==> src/rtl/relcache_pkg.sv <==
// Shared constants and FSM encoding for the transaction-ID scheduler.
// Optional feature: TRID_TIMEOUT_EN enables per-slot loss detection in trid_scheduler.
package relcache_pkg;

   localparam int NUM_TRID_DEF    = 16;
   localparam int TRID_W_DEF      = 4;
   localparam int TIMEOUT_CYC_DEF = 1024;

   typedef enum logic [1:0] {
      ST_IDLE  = 2'd0,
      ST_RUN   = 2'd1,
      ST_DRAIN = 2'd2,
      ST_DONE  = 2'd3
   } sched_state_e;

endpackage

==> src/rtl/trid_scheduler_rr_pick.sv <==
// Round-robin free-slot picker: first free slot at or above ptr, wrapping to 0.
module rr_pick #(
   parameter int N = 16,
   parameter int W = 4
) (
   input  logic [N-1:0] free,
   input  logic [W-1:0] ptr,
   output logic [N-1:0] grant,
   output logic         valid
);

   always_comb begin : pick
      logic [W-1:0] idx;
      idx   = '0;
      grant = '0;
      valid = 1'b0;
      for (int k = 0; k < N; k++) begin
         idx = W'((int'(ptr) + k) % N);
         if (!valid && free[idx]) begin
            grant[idx] = 1'b1;
            valid      = 1'b1;
         end
      end
   end

endmodule

==> src/rtl/trid_scheduler.sv <==
// Row-fetch job scheduler handing out transaction-ID slots round-robin and tracking completions.
// Optional feature: define TRID_TIMEOUT_EN to free slots that stay outstanding TIMEOUT_CYC-1 cycles.
module trid_scheduler
   import relcache_pkg::*;
#(
   parameter int NUM_TRID    = NUM_TRID_DEF,
   parameter int TRID_W      = TRID_W_DEF,
   parameter int TIMEOUT_CYC = TIMEOUT_CYC_DEF
) (
   input  logic                i_clk,
   input  logic                i_rst,
   input  logic                i_start,
   input  logic [31:0]         i_row_cnt,
   output logic [NUM_TRID-1:0] o_ready,
   output logic                o_req_en,
   input  logic [NUM_TRID-1:0] i_issue,
   input  logic                i_cpl_valid,
   input  logic [TRID_W-1:0]   i_cpl_id,
   output logic                o_busy,
   output logic                o_done,
   output logic [TRID_W:0]     o_outstanding,
   output logic                o_err,
   output logic [TRID_W-1:0]   o_err_id
);

   localparam int CNT_W = TRID_W + 1;

   sched_state_e        state;
   logic [NUM_TRID-1:0] busy;
   logic [TRID_W-1:0]   ptr;
   logic [31:0]         issued;
   logic [31:0]         rows;
   logic                err;
   logic [TRID_W-1:0]   err_id;

   logic [NUM_TRID-1:0] pick_oh;
   logic                pick_vld;
   logic [NUM_TRID-1:0] hit, bad, cpl_oh, cpl_clr, expire, busy_nxt;
   logic                cpl_spur;
   logic [TRID_W-1:0]   hit_idx, bad_idx, exp_idx, ptr_nxt;
   logic [CNT_W-1:0]    outstanding;

   rr_pick #(.N(NUM_TRID), .W(TRID_W)) u_pick (
      .free  (~busy),
      .ptr   (ptr),
      .grant (pick_oh),
      .valid (pick_vld)
   );

   // Grants are only offered while the job still has rows left to issue.
   assign o_ready  = (state == ST_RUN && pick_vld && issued < rows) ? pick_oh : '0;
   assign o_req_en = |o_ready;

   assign hit      = i_issue & o_ready;
   assign bad      = i_issue & ~o_ready;
   assign cpl_oh   = i_cpl_valid ? (NUM_TRID'(1) << i_cpl_id) : '0;
   assign cpl_clr  = cpl_oh & busy;
   assign cpl_spur = i_cpl_valid && (cpl_clr == '0);
   assign busy_nxt = (busy | hit) & ~cpl_clr & ~expire;
   assign ptr_nxt  = (hit_idx == TRID_W'(NUM_TRID - 1)) ? '0 : hit_idx + 1'b1;

   always_comb begin
      hit_idx     = '0;
      bad_idx     = '0;
      exp_idx     = '0;
      outstanding = '0;
      for (int i = NUM_TRID - 1; i >= 0; i--) begin
         if (hit[i])    hit_idx = TRID_W'(i);
         if (bad[i])    bad_idx = TRID_W'(i);
         if (expire[i]) exp_idx = TRID_W'(i);
      end
      for (int i = 0; i < NUM_TRID; i++)
         outstanding = outstanding + CNT_W'(busy[i]);
   end

`ifdef TRID_TIMEOUT_EN
   localparam int AGE_W = $clog2(TIMEOUT_CYC) + 1;

   logic [NUM_TRID-1:0][AGE_W-1:0] age;

   // A slot expires on the edge where its age would reach TIMEOUT_CYC-1.
   always_comb begin
      expire = '0;
      for (int i = 0; i < NUM_TRID; i++)
         expire[i] = busy[i] && (AGE_W'(age[i] + 1'b1) == AGE_W'(TIMEOUT_CYC - 1));
   end

   always_ff @(posedge i_clk) begin
      if (i_rst) begin
         age <= '0;
      end else begin
         for (int i = 0; i < NUM_TRID; i++) begin
            if (hit[i] || expire[i] || !busy[i]) age[i] <= '0;
            else                                 age[i] <= age[i] + 1'b1;
         end
      end
   end
`else
   assign expire = '0;
`endif

   always_ff @(posedge i_clk) begin
      if (i_rst) begin
         state  <= ST_IDLE;
         busy   <= '0;
         ptr    <= '0;
         issued <= '0;
         rows   <= '0;
         err    <= 1'b0;
         err_id <= '0;
      end else begin
         busy <= busy_nxt;
         if (|hit) begin
            issued <= issued + 32'd1;
            ptr    <= ptr_nxt;
         end
         case (state)
            ST_IDLE: if (i_start) begin
               state  <= ST_RUN;
               issued <= '0;
               rows   <= i_row_cnt;
               err    <= 1'b0;
               err_id <= '0;
            end
            ST_RUN:   if (issued == rows)     state <= ST_DRAIN;
            ST_DRAIN: if (outstanding == '0)  state <= ST_DONE;
            default:                          state <= ST_IDLE;
         endcase
         // Error sources are applied after the start-clear so a same-cycle fault is kept.
         if (|bad) begin
            err    <= 1'b1;
            err_id <= bad_idx;
         end
         if (cpl_spur) begin
            err    <= 1'b1;
            err_id <= i_cpl_id;
         end
         if (|expire) begin
            err    <= 1'b1;
            err_id <= exp_idx;
         end
      end
   end

   assign o_busy        = (state != ST_IDLE);
   assign o_done        = (state == ST_DONE);
   assign o_outstanding = outstanding;
   assign o_err         = err;
   assign o_err_id      = err_id;

endmodule

==> config.mk <==
export PLATFORM = sky130hd
export DESIGN_NAME = trid_scheduler
export DESIGN_NICKNAME = d
export VERILOG_FILES = /design/src/rtl/relcache_pkg.sv /design/src/rtl/trid_scheduler_rr_pick.sv /design/src/rtl/trid_scheduler.sv
export SDC_FILE = /design/constraint.sdc
export NUM_CORES = 1
export LEC_CHECK = 0
export ABC_AREA = 1
export BUFFER_PORTS_ARGS = -buffer_cell sky130_fd_sc_hd__buf_4
export CAP_MARGIN = 40
export CELL_PAD_IN_SITES_DETAIL_PLACEMENT = 0
export CELL_PAD_IN_SITES_GLOBAL_PLACEMENT = 1
export CORE_MARGIN = 2
export CORE_UTILIZATION = 25
export CTS_BUF_LIST = sky130_fd_sc_hd__clkbuf_8
export CTS_CLUSTER_DIAMETER = 60
export DETAILED_ROUTE_END_ITERATION = 10
export GPL_ROUTABILITY_DRIVEN = 0
export GPL_TIMING_DRIVEN = 0
export PLACE_DENSITY = 0.62
export SLEW_MARGIN = 20
export SYNTH_ARGS = -nofsm -noshare
export SYNTH_HDL_FRONTEND = slang
export SYNTH_SLANG_ARGS = --single-unit
==> constraint.sdc <==
create_clock -name i_clk -period 5.45 [get_ports i_clk]
set_clock_uncertainty 0.05 [all_clocks]
set_input_delay 0.545 -clock i_clk [delete_from_list [all_inputs] [get_ports i_clk]]
set_output_delay 0.545 -clock i_clk [all_outputs]
set_load 0.02 [all_outputs]
==> metrics.md, run 1 <==
| Metric | Value |
|---|---|
| Hold depth | `2` |
| Post-DP Area | `11000 µm²` |
| First-pass GRT wire length | `62.8 mm` |
| Ys flop type | `dfxtp_1` |
| DR WL met2 | `18.1 mm` |
| Area Overhead vs Synth | `22.8%` |
| Worst R2R Start | `ptr[0]$_SDFFE_PP0N_` |
| Worst Setup End Kind | `output port` |
| Pwr dens | `337 nW/µm²` |
| Final slew viol count | `0` |
| Synth warn | `0` |
| Vias per inst | `5.06` |
| Reg clk slew, reported paths | `0.09 ns` |
| Placed Cells incl. Taps | `2217` |
| Leak | `0.00506 µW` |
| Register-to-register setup slack | `0.32 ns` |
| Chip width | `201 µm` |
| Row count | `72` |
| Syn Nets | `1739` |
| Pre-antenna DRT Iters | `6` |
| Starting density of the core | `25.2%` |
| Hold WC Path Type | `primary input to register` |
| Fin area | `11900 µm²` |
| Area of the die | `40400 µm²` |
| Async set-reset flop share out of synthesis | `0%` |
| Share of cells above drive strength 1 | `17.3%` |
| IO Port Bufs | `83` |
| Crit-path max cell delay | `0.44 ns` |
| R2r worst-path depth | `30` |
| FMAX | `190 MHz` |
| Post-DP HPWL | `33.1 mm` |
| Drt wl/cell | `18.1 µm` |
| # IOs | `85` |
| Vias | `11.4k` |
| Met1 wire length | `18.7 mm` |
| Final #Nets | `1860` |
| Register area share after synthesis | `18.8%` |
| Die H | `201 µm` |
| CP max FO | `10` |
| Number of CTS-inserted buffers | `9` |
| Period minus WS final | `5.27 ns` |
| Hold Fails Final Rpt | `0` |
| Vias in the first global route | `10.7k` |
| Cell family with most CP delay | `simple AND/OR/NAND/NOR gates` |
| Clk root buf | `clkbuf_8` |
| Data required, critical path | `4.86 ns` |
| CP Buf/Inv Count | `9` |
| Distinct cell type count of the synthesized netlist | `55` |
| Setup TNS | `0 ns` |
| Status | `completed` |
| Total GRT Usage | `19.7%` |
| Critical path destination | `o_req_en` |
| Largest net degree at the start of global routing | `16` |
| Clock Tree Buf Depth | `2` |
| Worst path arrival time | `4.67 ns` |
| Slew headroom | `42.2%` |
| Avg Inst Size Synth | `6.00 µm²` |
| Crit path from | `ptr[0]$_SDFFE_PP0N_` |
| Final wirelength | `40.8 mm` |
| #FFs+latches synth | `91` |
| Post-Layout Cell Count | `2260` |
| Maximum vdd drop | `0.000157 V` |
| CTS tree | `built` |
| Crit-path slowest cell | `dfxtp_4` |
| Met3 WL post-DR | `2.61 mm` |
| Ant. Diodes | `0` |
| Clock sink total | `91` |
| Reg2reg end | `ptr[3]$_SDFFE_PP0N_` |
| Top sig layer | `met4` |
| Worst hold start | `i_rst` |
| Critical path class | `register to output port` |
| Post-route antenna net violation count | `0` |
| Clk Latency, worst-skew pair | `0.38 ns` |
| Hold buffer count at cts | `0` |
| Final Cycle Share | `96.7%` |
| Slew @ Worst Pin | `0.859 ns` |
| Max Cap Violations | `0` |
| Cell Area, Synth | `9690 µm²` |
| Crit start category | `register` |
| Initial detailed-routing violation count | `1106` |
| Fillers | `4311` |
| Post-Synthesis Cells | `1616` |
| Number of synthesized flops with an enable pin | `0` |
| Critical path depth | `29` |
| Grt total ovfl | `0` |
| Area of the core | `38500 µm²` |
| Initial antenna violation count | `0` |
| # DRC | `0` |
| Setup violations, final | `0` |
| H-tree levels | `3` |
## worst min-delay path by stage
stage                                 end  slack [ns]
floorplan           rows[10]$_SDFFE_PP0P_        0.38
global placement    rows[14]$_SDFFE_PP0P_        0.40
detailed placement  rows[19]$_SDFFE_PP0P_        0.40
CTS                   busy[11]$_SDFF_PP0_        0.36
global route          busy[11]$_SDFF_PP0_        0.36
finish                busy[11]$_SDFF_PP0_        0.37
## power breakdown
group          internal [µW]  switching (µW)  total, µW
logic                    766            1730       2490
registers                827             153        980
clock network            271             260        531
## sequential cells by signal, summed over array words and instances (netlist names)
signal and count:
busy 16, issued 32, o_err 1, o_err_id 4, ptr 4, rows 32, state 2
## layer usage
layer	vias up	track usage, %
met1	5218	27.4
met3	103	2.19
li1	5618	-
met2	492	31.1
met4	0	7.38
met5	-	0
## layout make-up
| type | count | area (µm²) | area share (%) |
|---|---|---|---|
| Buffer | 58 | 372 | 3.12 |
| Clock buffer | 10 | 138 | 1.16 |
| Clock inverter | 6 | 86.3 | 0.726 |
| Inverter | 207 | 833 | 7.01 |
| Multi-Input combinational cell | 1260 | 7160 | 60.2 |
| Sequential cell | 91 | 1830 | 15.4 |
| Tap cell | 518 | 648 | 5.45 |
| Timing Repair Buffer | 110 | 830 | 6.97 |
## kinds of logic after synthesis
family / synth area share (%)
buffers and inverters: 11.0
xor gates and xnor gates: 2.71
AOI/OAI and AO/OA: 16.4
and+or+nand+nor: 41.6
adders and majority gates: 9.43
DFF: 18.8
## worst register-to-register path: cells and delay by family, from the launching register on
kind,cells,cell delay (ns)
fa+ha+maj,2,0.39
flops,1,0.44
buf+inv,8,1.75
simple gates,13,1.37
compound gates,7,1.08
## cells in the mapped netlist, types with 25 or more instances
library cell	number	area [µm²]
nand2_1	411	1540
nor2_1	207	777
inv_1	183	687
nand3_1	150	751
a21oi_1	99	495
dfxtp_1	91	1820
ha_1	57	713
o21ai_0	53	265
nor3_1	48	240
a211oi_1	31	233
clkbuf_1	31	116
nand4_1	27	169
xor2_1	25	219
## layout by cell type (no fill, tap or decap), types with 13 or more instances in the layout
| master | netlist | layout |
|---|---|---|
| nor4_1 | 21 | 20 |
| o21ai_0 | 53 | 52 |
| nor2_1 | 207 | 187 |
| clkbuf_8 | 0 | 13 |
| nand2_2 | 10 | 16 |
| nand3_1 | 150 | 126 |
| inv_1 | 183 | 180 |
| buf_4 | 5 | 114 |
| nand2_1 | 411 | 403 |
| o2111ai_1 | 20 | 18 |
| xor2_1 | 25 | 25 |
| nor3_1 | 48 | 46 |
| nand3_2 | 6 | 28 |
| nand4_1 | 27 | 27 |
| a21oi_1 | 99 | 93 |
| dfxtp_1 | 91 | 88 |
| nor2_2 | 4 | 17 |
| inv_2 | 18 | 15 |
| clkbuf_1 | 31 | 25 |
| a211oi_1 | 31 | 30 |
| ha_1 | 57 | 55 |
## per-stage QoR
stage          hold slack [ns]  setup WS [ns]  power (µW)  util, %
6_report                 0.370          0.181        4000     30.9
5_1_grt                  0.364        -0.0221        4330     30.9
4_1_cts                  0.363        0.00130        3870     29.6
3_5_place_dp             0.403         -0.986        3270     28.5
3_3_place_gp             0.401          -1.14        3270     28.5
2_1_floorplan            0.383          0.908        2530        -
## timing repair
action / CTS / global route
gates resized for setup: 51 / 91
buffers inserted: 4 / 23
setup endpoints to repair: 58 / 40
pin swaps: 6 / 28
Note: power is estimated with default switching activity, not from simulation.
==> inputs of run 2 (changes only) <==
==> constraint.sdc (replaced) <==
create_clock -name i_clk -period 6.1 [get_ports i_clk]
set_clock_uncertainty 0.05 [all_clocks]
set_input_delay 0.61 -clock i_clk [delete_from_list [all_inputs] [get_ports i_clk]]
set_output_delay 0.61 -clock i_clk [all_outputs]
set_load 0.02 [all_outputs]
==> run 2 against run 1 <==
  * Total power down 13%
  * Sequential share of layout area up 0.70 points
  * First-iteration DRC count up 8.4%
  * Critical endpoint unchanged
==> metrics.md, run 2 (same netlist as run 1, synthesis figures left out) <==
| Metric | Value |
|---|---|
| Status | `completed` |
| CP max FO | `12 (+2)` |
| Slew @ Worst Pin | `0.873 ns (+0.0148 ns)` |
| Hold buffer count at cts | `0 (unchanged)` |
| Worst R2R Start | `ptr[1]$_SDFFE_PP0N_` |
| Worst Setup End Kind | `output port` |
| Final Cycle Share | `94.3%` |
| R2r worst-path depth | `48 (+60%)` |
| Setup violations, final | `0 (unchanged)` |
| Slew headroom | `41.2% (-1.0 points)` |
| Hold WC Path Type | `register to register` |
| Reg2reg end | `ptr[3]$_SDFFE_PP0N_` |
| Maximum vdd drop | `0.000138 V (-12%)` |
| Multi-input gate area | `6880 µm² (-3.9%)` |
| Vias | `11.3k (-1.6%)` |
| Area of the die | `40400 µm² (unchanged)` |
| Area Overhead vs Synth | `17.4%` |
| Cell family with most CP delay | `simple AND/OR/NAND/NOR gates` |
| IO Port Bufs | `83 (unchanged)` |
| Reg clk slew, reported paths | `0.10 ns (about the same)` |
| Post-DP Area | `11000 µm² (unchanged)` |
| Crit-path slowest cell | `dfxtp_1` |
| CP cell instances | `buf_6 -> inv_6 -> ha_2 -> clkinvlp_4 -> buf_4 -> nand3_1 -> nand2_1 -> nand2_1 -> nand2_1 -> nand4_4 -> nor2_4 -> nand4_2 -> clkinv_1 -> nand2_1 -> o2111ai_1 -> a21oi_1 -> o21ai_0 -> a31oi_1 -> nand3_1 -> nand2_1 -> inv_1 -> nor4_1 -> nand4_1 -> buf_4` |
| Clk root buf | `clkbuf_8` |
| Clock Tree Buf Depth | `2 (unchanged)` |
| Final slew viol count | `0 (unchanged)` |
| Area of the core | `38500 µm² (unchanged)` |
| Crit path from | `ptr[2]$_SDFFE_PP0N_` |
| CP Buf/Inv Count | `7 (-2)` |
| Vias per inst | `5.02 (-0.70%)` |
| Data required, critical path | `5.44 ns (+0.58 ns)` |
| Initial detailed-routing violation count | `1199 (+8.4%)` |
| Die H | `201 µm (unchanged)` |
| Post-route antenna net violation count | `0 (unchanged)` |
| Regs by FF count | `issued x32, rows x32, busy x16` |
| Most common cell after layout, fill and taps aside | `nand2_1` |
| Grt total ovfl | `0 (unchanged)` |
| Crit start category | `register` |
| Setup TNS | `0 ns (unchanged)` |
| Vias in the first global route | `10.6k (-1.2%)` |
| RSZ-0062 raised after global routing | `false` |
| Clk Latency, worst-skew pair | `0.38 ns (about the same)` |
| Share of cells above drive strength 1 | `12.9% (-4.4 points)` |
| First-pass GRT wire length | `62.2 mm (-0.83%)` |
| Commonest cells after routing, fill and taps aside | `411 x nand2_1, 198 x nor2_1, 182 x inv_1` |
| Worst path arrival time | `5.09 ns (+0.42 ns)` |
| Largest net degree at the start of global routing | `16 (unchanged)` |
| Critical path depth | `24 (-17%)` |
| Crit-path max cell delay | `0.46 ns (+0.02 ns)` |
| Final #Nets | `1840 (-1.1%)` |
| Pre-antenna DRT Iters | `6 (unchanged)` |
| Final wirelength | `40.1 mm (-1.7%)` |
| Critical path destination | `o_req_en` |
| Drt wl/cell | `17.9 µm (-0.79%)` |
| Pwr dens | `305 nW/µm² (-9.5%)` |
| Fillers | `4345 (+0.79%)` |
| Initial antenna violation count | `0 (unchanged)` |
| Post-DP HPWL | `33.1 mm (unchanged)` |
| # DRC | `0 (unchanged)` |
| Clock sink total | `91 (unchanged)` |
| Ant. Diodes | `0 (unchanged)` |
| Register-to-register setup slack | `0.50 ns (+0.18 ns)` |
| CTS tree | `built` |
| Starting density of the core | `25.2% (unchanged)` |
| Max Cap Violations | `0 (unchanged)` |
| Critical path's most frequent cell | `nand2_1` |
| Chip width | `201 µm (unchanged)` |
| Period minus WS final | `5.75 ns` |
| Hold Fails Final Rpt | `0 (unchanged)` |
| H-tree levels | `3 (unchanged)` |
| Row count | `72 (unchanged)` |
| # IOs | `85 (unchanged)` |
| Critical path class | `register to output port` |
| Fin area | `11400 µm² (-4.4%)` |
| Number of CTS-inserted buffers | `9 (unchanged)` |
| Total GRT Usage | `19.5% (-0.14 points)` |
| Sequential Area | `1830 µm² (about the same)` |
| FMAX | `174 MHz` |
| Leak | `0.00481 µW (-5.0%)` |
## run 2: metrics by stage
| step | power, µW | utilization [%] | std cells | hold WS, ns | worst slack (ns) |
|---|---|---|---|---|---|
| floorplan | 2260 | - | 1616 | 0.383 | 1.56 |
| global placement | 2920 | 28.5 | 2217 | 0.401 | -0.492 |
| detailed placement | 2920 | 28.5 | 2217 | 0.403 | -0.336 |
| CTS | 3410 | 29.1 | 2231 | 0.417 | 0.0216 |
| global route | 3760 | 29.6 | 2240 | 0.429 | 0.00535 |
| finish | 3470 | 29.6 | 2240 | 0.413 | 0.346 |
## run 2: worst min path at each step
stage                               start               endpoint  slack (ns)  cells after the start
floorplan           rows[10]$_SDFFE_PP0P_  rows[10]$_SDFFE_PP0P_        0.38                      2
global placement    rows[14]$_SDFFE_PP0P_  rows[14]$_SDFFE_PP0P_        0.40                      2
detailed placement  rows[19]$_SDFFE_PP0P_  rows[19]$_SDFFE_PP0P_        0.40                      2
global route                        i_rst    busy[11]$_SDFF_PP0_        0.43                      2
finish              rows[11]$_SDFFE_PP0P_  rows[11]$_SDFFE_PP0P_        0.41                      2
CTS                 rows[19]$_SDFFE_PP0P_  rows[19]$_SDFFE_PP0P_        0.42                      2
## run 2: layout make-up
class,count,area share (%)
Timing Repair Buffer,92,6.07
Clock buffer,10,1.21
Multi-Input combinational cell,1260,60.5
Buffer,56,2.63
Inverter,207,7.03
Clock inverter,6,0.759
Sequential cell,91,16.1
Tap cell,518,5.70
## run 2: per-layer routing
metal | GRT usage (%) | up-vias | routed length, µm
li1 | - | 5568 | -
met1 | 27.3 | 5105 | 18600
met2 | 31.0 | 488 | 17700
met3 | 2.26 | 90 | 2520
met4 | 6.72 | 0 | 1340
met5 | 0 | - | 0
## run 2: power breakdown
group | internal, µW | switching (µW) | total, µW
sequential | 739 | 136 | 875
clock | 242 | 231 | 473
combinational | 634 | 1480 | 2120
total | 1620 | 1850 | 3470
## run 2: worst register-to-register path, delay by kind of cell, from the launching register on
kind | cells | cell delay, ns
adders and majority gates | 2 | 0.34
buffers and inverters | 9 | 1.31
and+or+nand+nor | 35 | 3.14
AOI/OAI and AO/OA | 2 | 0.31
DFF | 1 | 0.38
## run 2: what timing repair did
action,in CTS,in global routing
endpoints found under the hold margin,0,0
endpoints found under the setup margin,5,29
gates resized for setup,6,36
pin swaps,0,2
gates cloned,0,0
setup buffers,0,8
==> inputs of run 3 (changes only) <==
--- a/config.mk
+++ b/config.mk
@@ -17,7 +17,7 @@
 export DETAILED_ROUTE_END_ITERATION = 10
 export GPL_ROUTABILITY_DRIVEN = 0
 export GPL_TIMING_DRIVEN = 0
-export PLACE_DENSITY = 0.62
+export PLACE_DENSITY = 0.61
 export SLEW_MARGIN = 20
 export SYNTH_ARGS = -nofsm -noshare
 export SYNTH_HDL_FRONTEND = slang
==> run 3 against run 2 <==
  * Sequential share of layout area hardly changed
  * Register-to-register slack worse by 0.05 ns
  * Critical path type is now register to register
  * Sequential power hardly changed
  * Via count is 1.0% higher
  * Clock power is 2% lower
  * Worst hold slack hardly changed
==> metrics.md, run 3 (same netlist as run 1, synthesis figures left out) <==
| Metric | Value |
|---|---|
| Critical path class | `register to register` |
| Drt wl/cell | `18.0 µm (+0.64%)` |
| Clock Tree Buf Depth | `2 (unchanged)` |
| Clock sink total | `91 (unchanged)` |
| Crit-path slowest cell | `nor3_2` |
| Hold Fails Final Rpt | `0 (unchanged)` |
| Data required, critical path | `6.38 ns (+0.94 ns)` |
| Hold WC Path Type | `register to register` |
| Number of CTS-inserted buffers | `9 (unchanged)` |
| Clk Latency, worst-skew pair | `0.39 ns (about the same)` |
| Initial antenna violation count | `0 (unchanged)` |
| Reg clk slew, reported paths | `0.11 ns (about the same)` |
| Starting density of the core | `25.2% (unchanged)` |
| Chip width | `201 µm (unchanged)` |
| Period minus WS final | `5.65 ns (-0.105 ns)` |
| Pwr dens | `303 nW/µm² (-0.52%)` |
| Final slew viol count | `0 (unchanged)` |
| Post-DP HPWL | `33.3 mm (+0.46%)` |
| Fin area | `11300 µm² (-0.41%)` |
| Clk root buf | `clkbuf_8` |
| Final Cycle Share | `92.6% (-1.7 points)` |
| Slew @ Worst Pin | `0.834 ns (-0.0390 ns)` |
| Area of the die | `40400 µm² (unchanged)` |
| Slew headroom | `44.4% (+3.2 points)` |
| Setup TNS | `0 ns (unchanged)` |
| Leak | `0.00478 µW (-0.58%)` |
| Share of cells above drive strength 1 | `12.8% (-0.13 points)` |
| Setup violations, final | `0 (unchanged)` |
| Die H | `201 µm (unchanged)` |
| Crit path from | `ptr[1]$_SDFFE_PP0N_` |
| First-pass GRT wire length | `62.8 mm (+0.91%)` |
| Row count | `72 (unchanged)` |
| H-tree levels | `3 (unchanged)` |
| Area Overhead vs Synth | `16.9%` |
| Regs by FF count | `issued x32, rows x32, busy x16` |
| # IOs | `85 (unchanged)` |
| R2r worst-path depth | `42 (-13%)` |
| Vias | `11.4k (+1.0%)` |
| # DRC | `0 (unchanged)` |
| Max Cap Violations | `0 (unchanged)` |
| Hold buffer count at cts | `0 (unchanged)` |
| Post-Layout Cell Count | `2234 (-0.27%)` |
| Largest net degree at the start of global routing | `18 (+2)` |
| Crit start category | `register` |
| Final wirelength | `40.3 mm (+0.37%)` |
| CP max FO | `14 (+2)` |
| Maximum vdd drop | `0.000161 V (+16%)` |
| Post-place setup slack | `-0.322 ns (+0.0136 ns)` |
| Initial detailed-routing violation count | `1111 (-7.3%)` |
| CTS tree | `built` |
| Placed Cells incl. Taps | `2217 (unchanged)` |
| Commonest cells after routing, fill and taps aside | `411 x nand2_1, 196 x nor2_1, 182 x inv_1` |
| Worst R2R Start | `ptr[1]$_SDFFE_PP0N_` |
| Post-route antenna net violation count | `0 (unchanged)` |
| Vias per inst | `5.09 (+1.3%)` |
| Worst path arrival time | `5.92 ns (+0.83 ns)` |
| FMAX | `177 MHz (+1.9%)` |
| Worst hold start | `rows[19]$_SDFFE_PP0P_` |
| Vias in the first global route | `10.7k (+1.7%)` |
| Grt total ovfl | `0 (unchanged)` |
| Status | `completed` |
| Final #Nets | `1834 (-0.33%)` |
| Register-to-register setup slack | `0.45 ns (-0.05 ns)` |
| Crit-path max cell delay | `0.49 ns (+0.03 ns)` |
| Critical path's most frequent cell | `nand2_1` |
| IO Port Bufs | `83 (unchanged)` |
| RSZ-0062 raised after global routing | `false` |
| Worst setup margin | `0.451 ns (+0.105 ns)` |
| Worst Setup End Kind | `register` |
| Post-DP Area | `11000 µm² (unchanged)` |
| Fillers | `4387 (+0.97%)` |
| Most common cell after layout, fill and taps aside | `nand2_1` |
| Power, Total | `3430 µW (-0.93%)` |
| Area of the core | `38500 µm² (unchanged)` |
| Ant. Diodes | `0 (unchanged)` |
| Pre-antenna DRT Iters | `6 (unchanged)` |
| Hold depth | `2 (unchanged)` |
| Total GRT Usage | `19.6% (+0.097 points)` |
-- run 3: area by class of cell --
| cell class | count | area (µm²) | share of cell area [%] |
|---|---|---|---|
| inverters | 207 | 800 | 7.06 |
| well taps | 518 | 648 | 5.72 |
| clock buffers | 10 | 138 | 1.22 |
| multi-input cells | 1260 | 6890 | 60.8 |
| repair buffers | 86 | 643 | 5.68 |
| flip-flops and latches | 91 | 1830 | 16.1 |
| clock inverters | 6 | 78.8 | 0.696 |
| plain buffers | 56 | 300 | 2.65 |
-- run 3: critical path, delay by kind of cell (launching register included) --
kind	cells	cell delay (ns)
AND/OR/NAND/NOR	24	2.70
flip-flops	1	0.37
buffers and inverters	11	1.38
AO/OA/AOI/OAI	5	0.76
adder cells (fa/ha/maj)	2	0.32
-- run 3: final timing paths --
path / endpoint
setup / recovery: ptr[3]$_SDFFE_PP0N_
hold / removal: rows[19]$_SDFFE_PP0P_
hold reg to reg: rows[19]$_SDFFE_PP0P_
setup reg to reg: ptr[3]$_SDFFE_PP0N_
-- run 3: metrics by stage --
step | util (%) | hold WS (ns)
finish | 29.4 | 0.413
global route | 29.4 | 0.408
CTS | 29.1 | 0.405
detailed placement | 28.5 | 0.402
global placement | 28.5 | 0.400
floorplan | - | 0.383
-- run 3: timing repair --
item,CTS,global route
buffers inserted,0,2
pin swaps,0,3
endpoints found under the setup margin,5,9
gates resized for setup,8,38
-- run 3: where the power goes --
group / leakage [µW] / internal (µW) / switching, µW / total [µW]
logic: 0.00393 / 618 / 1480 / 2100
clock network: 0.000111 / 210 / 252 / 462
registers: 0.000744 / 739 / 136 / 875
total: 0.00478 / 1570 / 1870 / 3430
-- run 3: metal layers --
metal / track usage (%) / share of wire, % / up-vias
met2: 31.8 / 45 / 411
met5: 0 / 0 / -
li1: - / - / 5591
met3: 2.61 / 6.0 / 76
met1: 27.1 / 46 / 5287
met4: 5.74 / 2.7 / 0
